--- src/rtl/dma_priority_arbiter_if.sv ---
// Bus between the DMA arbiter and its requesters / CPU hold handshake.
// The master modport is the arbiter side; slave is the requester/CPU side.
interface dma_priority_arbiter_if #(
    parameter int NUM_CH = 4,
    parameter int CHW    = $clog2(NUM_CH)
);
    logic [NUM_CH-1:0] dreq;
    logic [NUM_CH-1:0] sw_req;
    logic [NUM_CH-1:0] mask;
    logic              rotate_en;
    logic              dreq_low;
    logic              dack_low;
    logic              hlda;
    logic              xfer_done;
    logic              hrq;
    logic [NUM_CH-1:0] dack;
    logic              grant_valid;
    logic [CHW-1:0]    grant_ch;

    modport master (
        input  dreq, sw_req, mask, rotate_en, dreq_low, dack_low, hlda, xfer_done,
        output hrq, dack, grant_valid, grant_ch
    );

    modport slave (
        output dreq, sw_req, mask, rotate_en, dreq_low, dack_low, hlda, xfer_done,
        input  hrq, dack, grant_valid, grant_ch
    );
endinterface

--- src/rtl/dma_priority_arbiter.sv ---
// DMA channel arbiter: registered requests, CPU hold handshake, fixed or
// rotating priority, one-hot acknowledge with selectable polarity.
module dma_priority_arbiter #(
    parameter int NUM_CH = 4,
    parameter int CHW    = $clog2(NUM_CH)
) (
    input  logic                    clk,
    input  logic                    reset,
    dma_priority_arbiter_if.master  bus
);
    typedef enum logic [1:0] {IDLE, REQ, GRANT} state_t;

    state_t            state_reg, state_next;
    logic [NUM_CH-1:0] req_reg, req_next;
    logic [NUM_CH-1:0] grant_onehot_reg, grant_onehot_next;
    logic [CHW-1:0]    grant_ch_reg, grant_ch_next;
    logic [CHW-1:0]    ptr_reg, ptr_next;
    logic [CHW-1:0]    win_ch;
    logic              win_found;
    logic [CHW-1:0]    ptr_after_done;

    generate
        for (genvar gi = 0; gi < NUM_CH; gi++) begin : g_req
            assign req_next[gi] = !bus.mask[gi] &&
                                  ((bus.dreq[gi] ^ bus.dreq_low) || bus.sw_req[gi]);
        end
    endgenerate

    // Fixed priority is the rotating search with ptr pinned at 0.
    always_comb begin
        int             idx;
        logic [CHW-1:0] idx_c;
        win_ch    = '0;
        win_found = 1'b0;
        idx       = 0;
        idx_c     = '0;
        for (int k = 0; k < NUM_CH; k++) begin
            idx = int'(ptr_reg) + k;
            if (idx >= NUM_CH) begin
                idx = idx - NUM_CH;
            end
            idx_c = CHW'(idx);
            if (!win_found && req_reg[idx_c]) begin
                win_found = 1'b1;
                win_ch    = idx_c;
            end
        end
    end

    assign ptr_after_done = (grant_ch_reg == CHW'(NUM_CH - 1)) ? '0 : grant_ch_reg + 1'b1;

    always_comb begin
        state_next        = state_reg;
        grant_onehot_next = grant_onehot_reg;
        grant_ch_next     = grant_ch_reg;
        ptr_next          = ptr_reg;
        case (state_reg)
            IDLE: begin
                if (|req_reg) begin
                    state_next = REQ;
                end
            end
            REQ: begin
                // Withdrawal wins over a simultaneous hlda.
                if (req_reg == '0) begin
                    state_next = IDLE;
                end else if (bus.hlda) begin
                    state_next        = GRANT;
                    grant_ch_next     = win_ch;
                    grant_onehot_next = NUM_CH'(1) << win_ch;
                end
            end
            GRANT: begin
                if (bus.xfer_done) begin
                    state_next        = IDLE;
                    grant_onehot_next = '0;
                    ptr_next          = ptr_after_done;
                end else if (!bus.hlda) begin
                    state_next        = IDLE;
                    grant_onehot_next = '0;
                end
            end
            default: begin
                state_next        = IDLE;
                grant_onehot_next = '0;
            end
        endcase
        if (!bus.rotate_en) begin
            ptr_next = '0;
        end
    end

    always_ff @(posedge clk) begin
        if (reset) begin
            state_reg        <= IDLE;
            req_reg          <= '0;
            grant_onehot_reg <= '0;
            grant_ch_reg     <= '0;
            ptr_reg          <= '0;
        end else begin
            state_reg        <= state_next;
            req_reg          <= req_next;
            grant_onehot_reg <= grant_onehot_next;
            grant_ch_reg     <= grant_ch_next;
            ptr_reg          <= ptr_next;
        end
    end

    assign bus.hrq         = (state_reg != IDLE);
    assign bus.grant_valid = (state_reg == GRANT);
    assign bus.grant_ch    = grant_ch_reg;
    assign bus.dack        = grant_onehot_reg ^ {NUM_CH{bus.dack_low}};
endmodule

--- src/flat_wrapper.sv ---
// flat-port wrapper written by rule: the top's interface ports become plain ports
module dma_priority_arbiter_flat 
#(
    parameter int NUM_CH = 4,
    parameter int CHW    = $clog2(NUM_CH)
)
  (clk, reset, bus_dreq, bus_sw_req, bus_mask, bus_rotate_en, bus_dreq_low, bus_dack_low, bus_hlda, bus_xfer_done, bus_hrq, bus_dack, bus_grant_valid, bus_grant_ch);
  dma_priority_arbiter_if #(.NUM_CH(NUM_CH), .CHW(CHW)) bus_i ();
  input  logic clk;
  input  logic reset;
  input wire logic [$bits(bus_i.dreq)-1:0] bus_dreq;
  input wire logic [$bits(bus_i.sw_req)-1:0] bus_sw_req;
  input wire logic [$bits(bus_i.mask)-1:0] bus_mask;
  input wire logic [$bits(bus_i.rotate_en)-1:0] bus_rotate_en;
  input wire logic [$bits(bus_i.dreq_low)-1:0] bus_dreq_low;
  input wire logic [$bits(bus_i.dack_low)-1:0] bus_dack_low;
  input wire logic [$bits(bus_i.hlda)-1:0] bus_hlda;
  input wire logic [$bits(bus_i.xfer_done)-1:0] bus_xfer_done;
  output wire logic [$bits(bus_i.hrq)-1:0] bus_hrq;
  output wire logic [$bits(bus_i.dack)-1:0] bus_dack;
  output wire logic [$bits(bus_i.grant_valid)-1:0] bus_grant_valid;
  output wire logic [$bits(bus_i.grant_ch)-1:0] bus_grant_ch;
  assign bus_i.dreq = bus_dreq;
  assign bus_i.sw_req = bus_sw_req;
  assign bus_i.mask = bus_mask;
  assign bus_i.rotate_en = bus_rotate_en;
  assign bus_i.dreq_low = bus_dreq_low;
  assign bus_i.dack_low = bus_dack_low;
  assign bus_i.hlda = bus_hlda;
  assign bus_i.xfer_done = bus_xfer_done;
  assign bus_hrq = bus_i.hrq;
  assign bus_dack = bus_i.dack;
  assign bus_grant_valid = bus_i.grant_valid;
  assign bus_grant_ch = bus_i.grant_ch;
  dma_priority_arbiter #(.NUM_CH(NUM_CH), .CHW(CHW)) u_core (.clk(clk), .reset(reset), .bus(bus_i));
endmodule
--- config.mk ---
export PLATFORM = sky130hd
export DESIGN_NAME = dma_priority_arbiter_flat
export DESIGN_NICKNAME = d
export VERILOG_FILES = /design/src/rtl/dma_priority_arbiter_if.sv /design/src/rtl/dma_priority_arbiter.sv /design/src/flat_wrapper.sv
export SDC_FILE = /design/constraint.sdc
export NUM_CORES = 1
export LEC_CHECK = 0
export ABC_AREA = 1
export CAP_MARGIN = 40
export CORE_ASPECT_RATIO = 1.5
export CORE_UTILIZATION = 42
export CTS_CLUSTER_DIAMETER = 200
export DETAILED_ROUTE_END_ITERATION = 10
export HOLD_SLACK_MARGIN = 0.1
export PLACE_DENSITY = 0.74
export SYNTH_ARGS = -nofsm -noshare
export SYNTH_HDL_FRONTEND = slang
export SYNTH_SLANG_ARGS = --single-unit
--- constraint.sdc ---
create_clock -name clk -period 1.4 [get_ports clk]
set_clock_uncertainty 0.2 [all_clocks]
set_input_delay 0.28 -clock clk [delete_from_list [all_inputs] [get_ports clk]]
set_output_delay 0.28 -clock clk [all_outputs]
set_load 0.05 [all_outputs]
# Yosys cells after proc, flatten, opt, wreduce, memory -nomap -nowiden

Cells that the tools add are included.

Register bits: 14
Input port bits: 19
Output and inout bits: 8
Word-level logic and storage cells: 96

$add $sub $neg: 8
Order comparisons: 8
Equal/unequal tests: 8
Shifts and indexed selects: 1
Mux-type cells: 31
Bitwise gates (word level): 8
Reduce and logical (&&, ||, !) cells: 27

Operators with widths:

| cell                                                              | number |
|---|---|
| 2-to-1 mux 2 bit                                                  | 14 |
| 2-to-1 mux 4 bit                                                  | 4 |
| < comparator 2 x 3 -> 1 bit, second input constant                | 4 |
| one-hot mux 4 bit (3 select lines)                                | 1 |
| greater-or-equal comparator 3 bit, second input constant          | 3 |
| binary-select mux 1 bit (select 2 bit)                            | 4 |
| subtractor 2 x 1 -> 2 bit, second input constant                  | 4 |
| logical AND 1 bit                                                 | 7 |
| zero test 1 bit                                                   | 7 |
| 2-to-1 mux 1 bit                                                  | 7 |
| adder 2 x 2 -> 3 bit, second input constant                       | 2 |
| one-hot mux 2 bit (3 select lines)                                | 1 |
| AND reduction 3 bit                                               | 2 |
| == test 2 bit, second input constant                              | 2 |
| zero test 4 bit                                                   | 1 |
| logical OR 1 bit                                                  | 4 |
| inequality test 2 bit, second input constant                      | 2 |
| AND reduction 4 bit                                               | 1 |
| OR reduction 4 bit                                                | 1 |
| left shift 1 x 2 -> 4 bit, first input constant                   | 1 |
| bitwise XOR 1 bit                                                 | 4 |
| bitwise XOR 4 bit                                                 | 1 |
| adder 2 x 1 -> 3 bit, second input constant                       | 1 |
| greater-or-equal comparator 2 x 3 -> 1 bit, second input constant | 1 |
| other kinds (10)                                                  | 12 |

# Depth between registers and ports, before layout

Depth after elaboration: 18
Gate-level depth with buffers: 14
Depth with buffers taken out: 13

# Least setup slack after synthesis

Ideal clock, no wire load.

Path type: register -> register
From: register u_core.state_reg[1]
To: register u_core.grant_onehot_reg[0]
Setup time: 64 ps
Arrival time: 1697 ps
Data required time: 1136 ps
Path slack: -561 ps
Stages on the path, launching flop included: 9
Path buffers: 0
Period minus slack after synthesis: 1961 ps
Path through: dfxtp_1 -> inv_1 -> nor2_1 -> nand3b_1 -> nand3_1 -> inv_1 -> nor2_1 -> nor2_1 -> nor2_1

Word-level cells in the longest chain between the ends: 3
Elaborated cells on any way between the ends: 9
Those cells by class: eq/ne: 5; mux: 1; bitwise: 1; reduce/logical: 2

RTL lines:

| what                            | RTL line                    | text |
|---|---|---|
| start, declared                 | dma_priority_arbiter.sv:13  | `state_t state_reg, state_next;` |
| start signal, assigned          | dma_priority_arbiter.sv:101 | `state_reg <= state_next;` |
| == test 2 bit (*)               | --                          |  |
| net bus_grant_valid             | flat_wrapper.sv:21          | `output wire logic [$bits(bus_i.grant_valid)-1:0] bus_grant_valid;` |
| inequality test 3 bit (no line) | --                          |  |
| AND reduction 4 bit (no line)   | --                          |  |
| end signal, assigned            | dma_priority_arbiter.sv:103 | `grant_onehot_reg <= grant_onehot_next;` |
| end, declared                   | dma_priority_arbiter.sv:15  | `logic [NUM_CH-1:0] grant_onehot_reg, grant_onehot_next;` |

Mark *: on every way through the listed nets, which the timed path passes. The rest lies on a longest branch.
A chain may end at the register's enable or synchronous reset.

# Final worst setup path

From: register u_core.ptr_reg[0]
To: register u_core.grant_onehot_reg[1]

Word-level cells in the longest chain between the ends: 18
Elaborated cells on any way between the ends: 40
Those cells by class: add/sub: 7; order compare: 4; shift: 1; mux: 22; reduce/logical: 6

RTL lines:

| what                                                                          | RTL line                    | text |
|---|---|---|
| start, declared                                                               | dma_priority_arbiter.sv:17  | `logic [CHW-1:0] ptr_reg, ptr_next;` |
| start signal, assigned                                                        | dma_priority_arbiter.sv:105 | `ptr_reg <= ptr_next;` |
| parallel branches: the longest is 13 deep, another holds adder 2 x 1 -> 3 bit | --                          |  |
| 2-to-1 mux 2 bit (*)                                                          | dma_priority_arbiter.sv:43  | `if (!win_found && req_reg[idx_c]) begin` |
| left shift 1 x 2 -> 4 bit (*)                                                 | dma_priority_arbiter.sv:70  | `grant_onehot_next = NUM_CH'(1) << win_ch;` |
| 2-to-1 mux 4 bit (*)                                                          | dma_priority_arbiter.sv:67  | `end else if (bus.hlda) begin` |
| 2-to-1 mux 4 bit (*)                                                          | dma_priority_arbiter.sv:65  | `if (req_reg == '0) begin` |
| one-hot mux 4 bit (3 select lines) (*)                                        | dma_priority_arbiter.sv:57  | `case (state_reg)` |

Every way passes the cells marked *. The select of a mux whose other input is x is not followed.

==> run_results.csv <==
group,metric,value,unit
outcome,status,"finished with violations",
outcome,violations,"setup timing",
cts,clock-root-buffer,"clkbuf_4",
critical_path,worstPathRequired,1.43,ns
cts,cts.htree.levels,1,
critical_path,critPathLaunchType,"register",
critical_path,rrSetupSlack,-0.28,ns
timing,finalWorstSetupSlack,-0.284,ns
timing,fmaxAchievable,594,MHz
cells_and_area,fin_nets,218,
cts,cts_tree,"built",
cells_and_area,syn2layout_area_growth,84.0,%
cts,numCtsBuffers,3,
global_route,grt_pass1_vias,1040,
cts,clk_pin_slew,0.09,ns
yosys,synth_largest_area_cell,"dfxtp_1",
critical_path,path_class,"reg -> reg",
cells_and_area,final_util,81.7,%
critical_path,worstPathArrival,1.71,ns
timing,finalHoldViolCount,0,
yosys,avgSynthCellArea,6.45,sq um
power,p_clk_share,25.7,%
power,switching_power,0.000385,W
critical_path,crit_fanout,5,
die,die_h,61.2,microns
global_route,grt_pass1_wl,4110,microns
die,coreArea,2210,sq um
die,start_util,44.4,%
global_route,gr-total-overflow,0,
power,p_per_area,647,nW/um^2
cells_and_area,drive_gt1_share,50.3,%
power,total_power,0.00117,W
route,first_pass_iters,4,
worst_hold_path,hp-class,"reg -> reg",
power,p_int,0.000782,W
power,p_leak,0.839,nW
global_route,track_usage,20.8,%
timing,drv_slew,0,
power,ir_worst_vdd,0.554,mV
yosys,syn_nets,172,
yosys,ys_ff_latch,14,
place,place_congestion,0.806,
job,drv_cap,0,
die,rows,21,
power,p_seq_share,37.3,%
yosys,netlist_top_cells_area,"dfxtp_1 (29%), nand2_1 (16%), inv_1 (8.0%), nor2_1 (6.9%), xor2_1 (6.3%)",
cts,cts.sinks,14,
cts,clk_latency,0.29,ns
yosys,syn_area,980,sq um
route,routedWlPerCell,12.6,microns
cts,clock_path_buffers,2,
power,p_sw_share,33.0,%
yosys,synth.cells.most_frequent,"nand2_1 (42), inv_1 (21), nor2_1 (18)",
timing,worst_slew_pin_slew,0.226,ns
yosys,synth_top_area_share,28.6,%
timing,slew_headroom,84.9,%
die,die_w,41.4,microns
route,drc,0,
yosys,synth-edff-count,0,
route,routed_wl,2770,microns
critical_path,worstSetupEndpointType,"register",
yosys,synth_cells,152,
yosys,synthFlopType,"dfxtp_1",
cells_and_area,n_antenna_cell,0,
die,ios,27,
yosys,yosysUniqueCellTypes,23,
power,combPwrFrac,37.1,%
place,dpl.hpwl,1950,microns
route,detail_route.iter0.violations,28,
yosys,async_reset_ff_share,0,%
timing,setup_viol,12,
route,routed_via_density,5.20,
route,drtAntennaViolNets,0,
yosys,yosysSeqAreaShare,28.6,%
timing,post-route-period-util,120,%
global_route,antenna_found_initial,0,
global_route,grt_start_max_net_pins,12,
place,port-buffer-count,26,
route,num_vias,1143,
yosys,yosys_warnings,0,
timing,rsz0062_at_grt,"true",
die,dieArea,2530,sq um
timing,finalCriticalPeriod,1.68,ns
yosys,yosys.cell_count.top_type,"nand2_1",
layout by cell type, fill, tap and decap left out, types with 2 or more instances in the layout:
master and count:
dfxtp_2 12, buf_12 10, nand4_1 3, inv_2 7, a21oi_1 2, xor2_1 3
inv_1 15, nand3_2 4, buf_6 2, nand3_4 2, o211ai_1 2, nor2_1 15
buf_4 13, nand2_2 12, nand2_1 27, nand2_4 11, dfxtp_4 2, clkdlybuf4s50_1 17
o21ai_0 4, a21oi_2 3, nand3_1 5, xor2_4 4, nor2_2 2, nor2_4 4
clkbuf_4 3
power by group through the flow:
stage          clock network, W  logic (W)  registers (W)
5_1_grt                0.000315   0.000463       0.000437
3_5_place_dp                  0   0.000379       0.000439
2_1_floorplan                 0   0.000185       0.000449
3_3_place_gp                  0   0.000371       0.000438
6_report               0.000300   0.000433       0.000435
4_1_cts                0.000299   0.000398       0.000432
final timing paths:
check                                           from                                 endpoint  depth (start not counted)
min reg2reg  u_core.grant_onehot_reg[1]$_SDFFE_PP0P_  u_core.grant_onehot_reg[1]$_SDFFE_PP0P_                          2
max reg2reg           u_core.ptr_reg[0]$_SDFFE_PP0P_  u_core.grant_onehot_reg[1]$_SDFFE_PP0P_                          9
max                   u_core.ptr_reg[0]$_SDFFE_PP0P_  u_core.grant_onehot_reg[1]$_SDFFE_PP0P_                          9
min          u_core.grant_onehot_reg[1]$_SDFFE_PP0P_  u_core.grant_onehot_reg[1]$_SDFFE_PP0P_                          2
per-layer routing:
layer | GRT usage [%] | routed length (microns) | vias to the layer above
li1 | - | - | 556
met1 | 20.0 | 1010 | 528
met2 | 43.8 | 1580 | 48
met3 | 2.93 | 127 | 11
met4 | 8.29 | 49 | 0
met5 | 0 | 0 | -
timing repair:
action	in CTS	in global routing
cloned	0	1
pin swaps	6	7
setup buffers	1	2
hold endpoints to repair	0	0
resized for setup	19	44
setup endpoints to repair	12	14
hold buffers	0	0
stage by stage:
stage          cell area (sq um)  setup slack (ns)  hold WS [ns]  instances  setup TNS (ns)
6_report                    1800            -0.284         0.320        220           -1.99
5_1_grt                     1800            -0.366         0.329        220           -2.84
4_1_cts                     1620            -0.245         0.307        217           -1.85
3_5_place_dp                1500            -0.388         0.295        212           -3.87
3_3_place_gp                1500            -0.339         0.292        212           -3.46
2_1_floorplan               1040            -0.104         0.211        152          -0.453
critical path, cell delays in order (launching register included):
cell and delay [ns]:
dfxtp_4 0.41, buf_12 0.14, nand2_2 0.05, nand2_2 0.10, nand2_1 0.08, o21ai_2 0.07
nand4_1 0.18, nand2_1 0.14, nand3_1 0.11, a21oi_1 0.14
final cells by class:
class / count / area [sq um]
inverter: 26 / 111
timing repair buffer: 44 / 526
sequential: 14 / 303
multi-input combinational: 109 / 798
tap: 23 / 28.8
clock buffer: 4 / 36.3
fill: 134 / 404
logic make-up after synthesis:
family | count (synthesis) | synth area share (%)
AO/OA/AOI/OAI | 15 | 9.07
XOR/XNOR | 7 | 6.26
adder cells (fa/ha/maj) | 1 | 1.28
buffers and inverters | 29 | 13.9
flip-flops | 14 | 28.6
AND/OR/NAND/NOR | 86 | 40.9
Note: power is estimated with default switching activity, not from simulation.
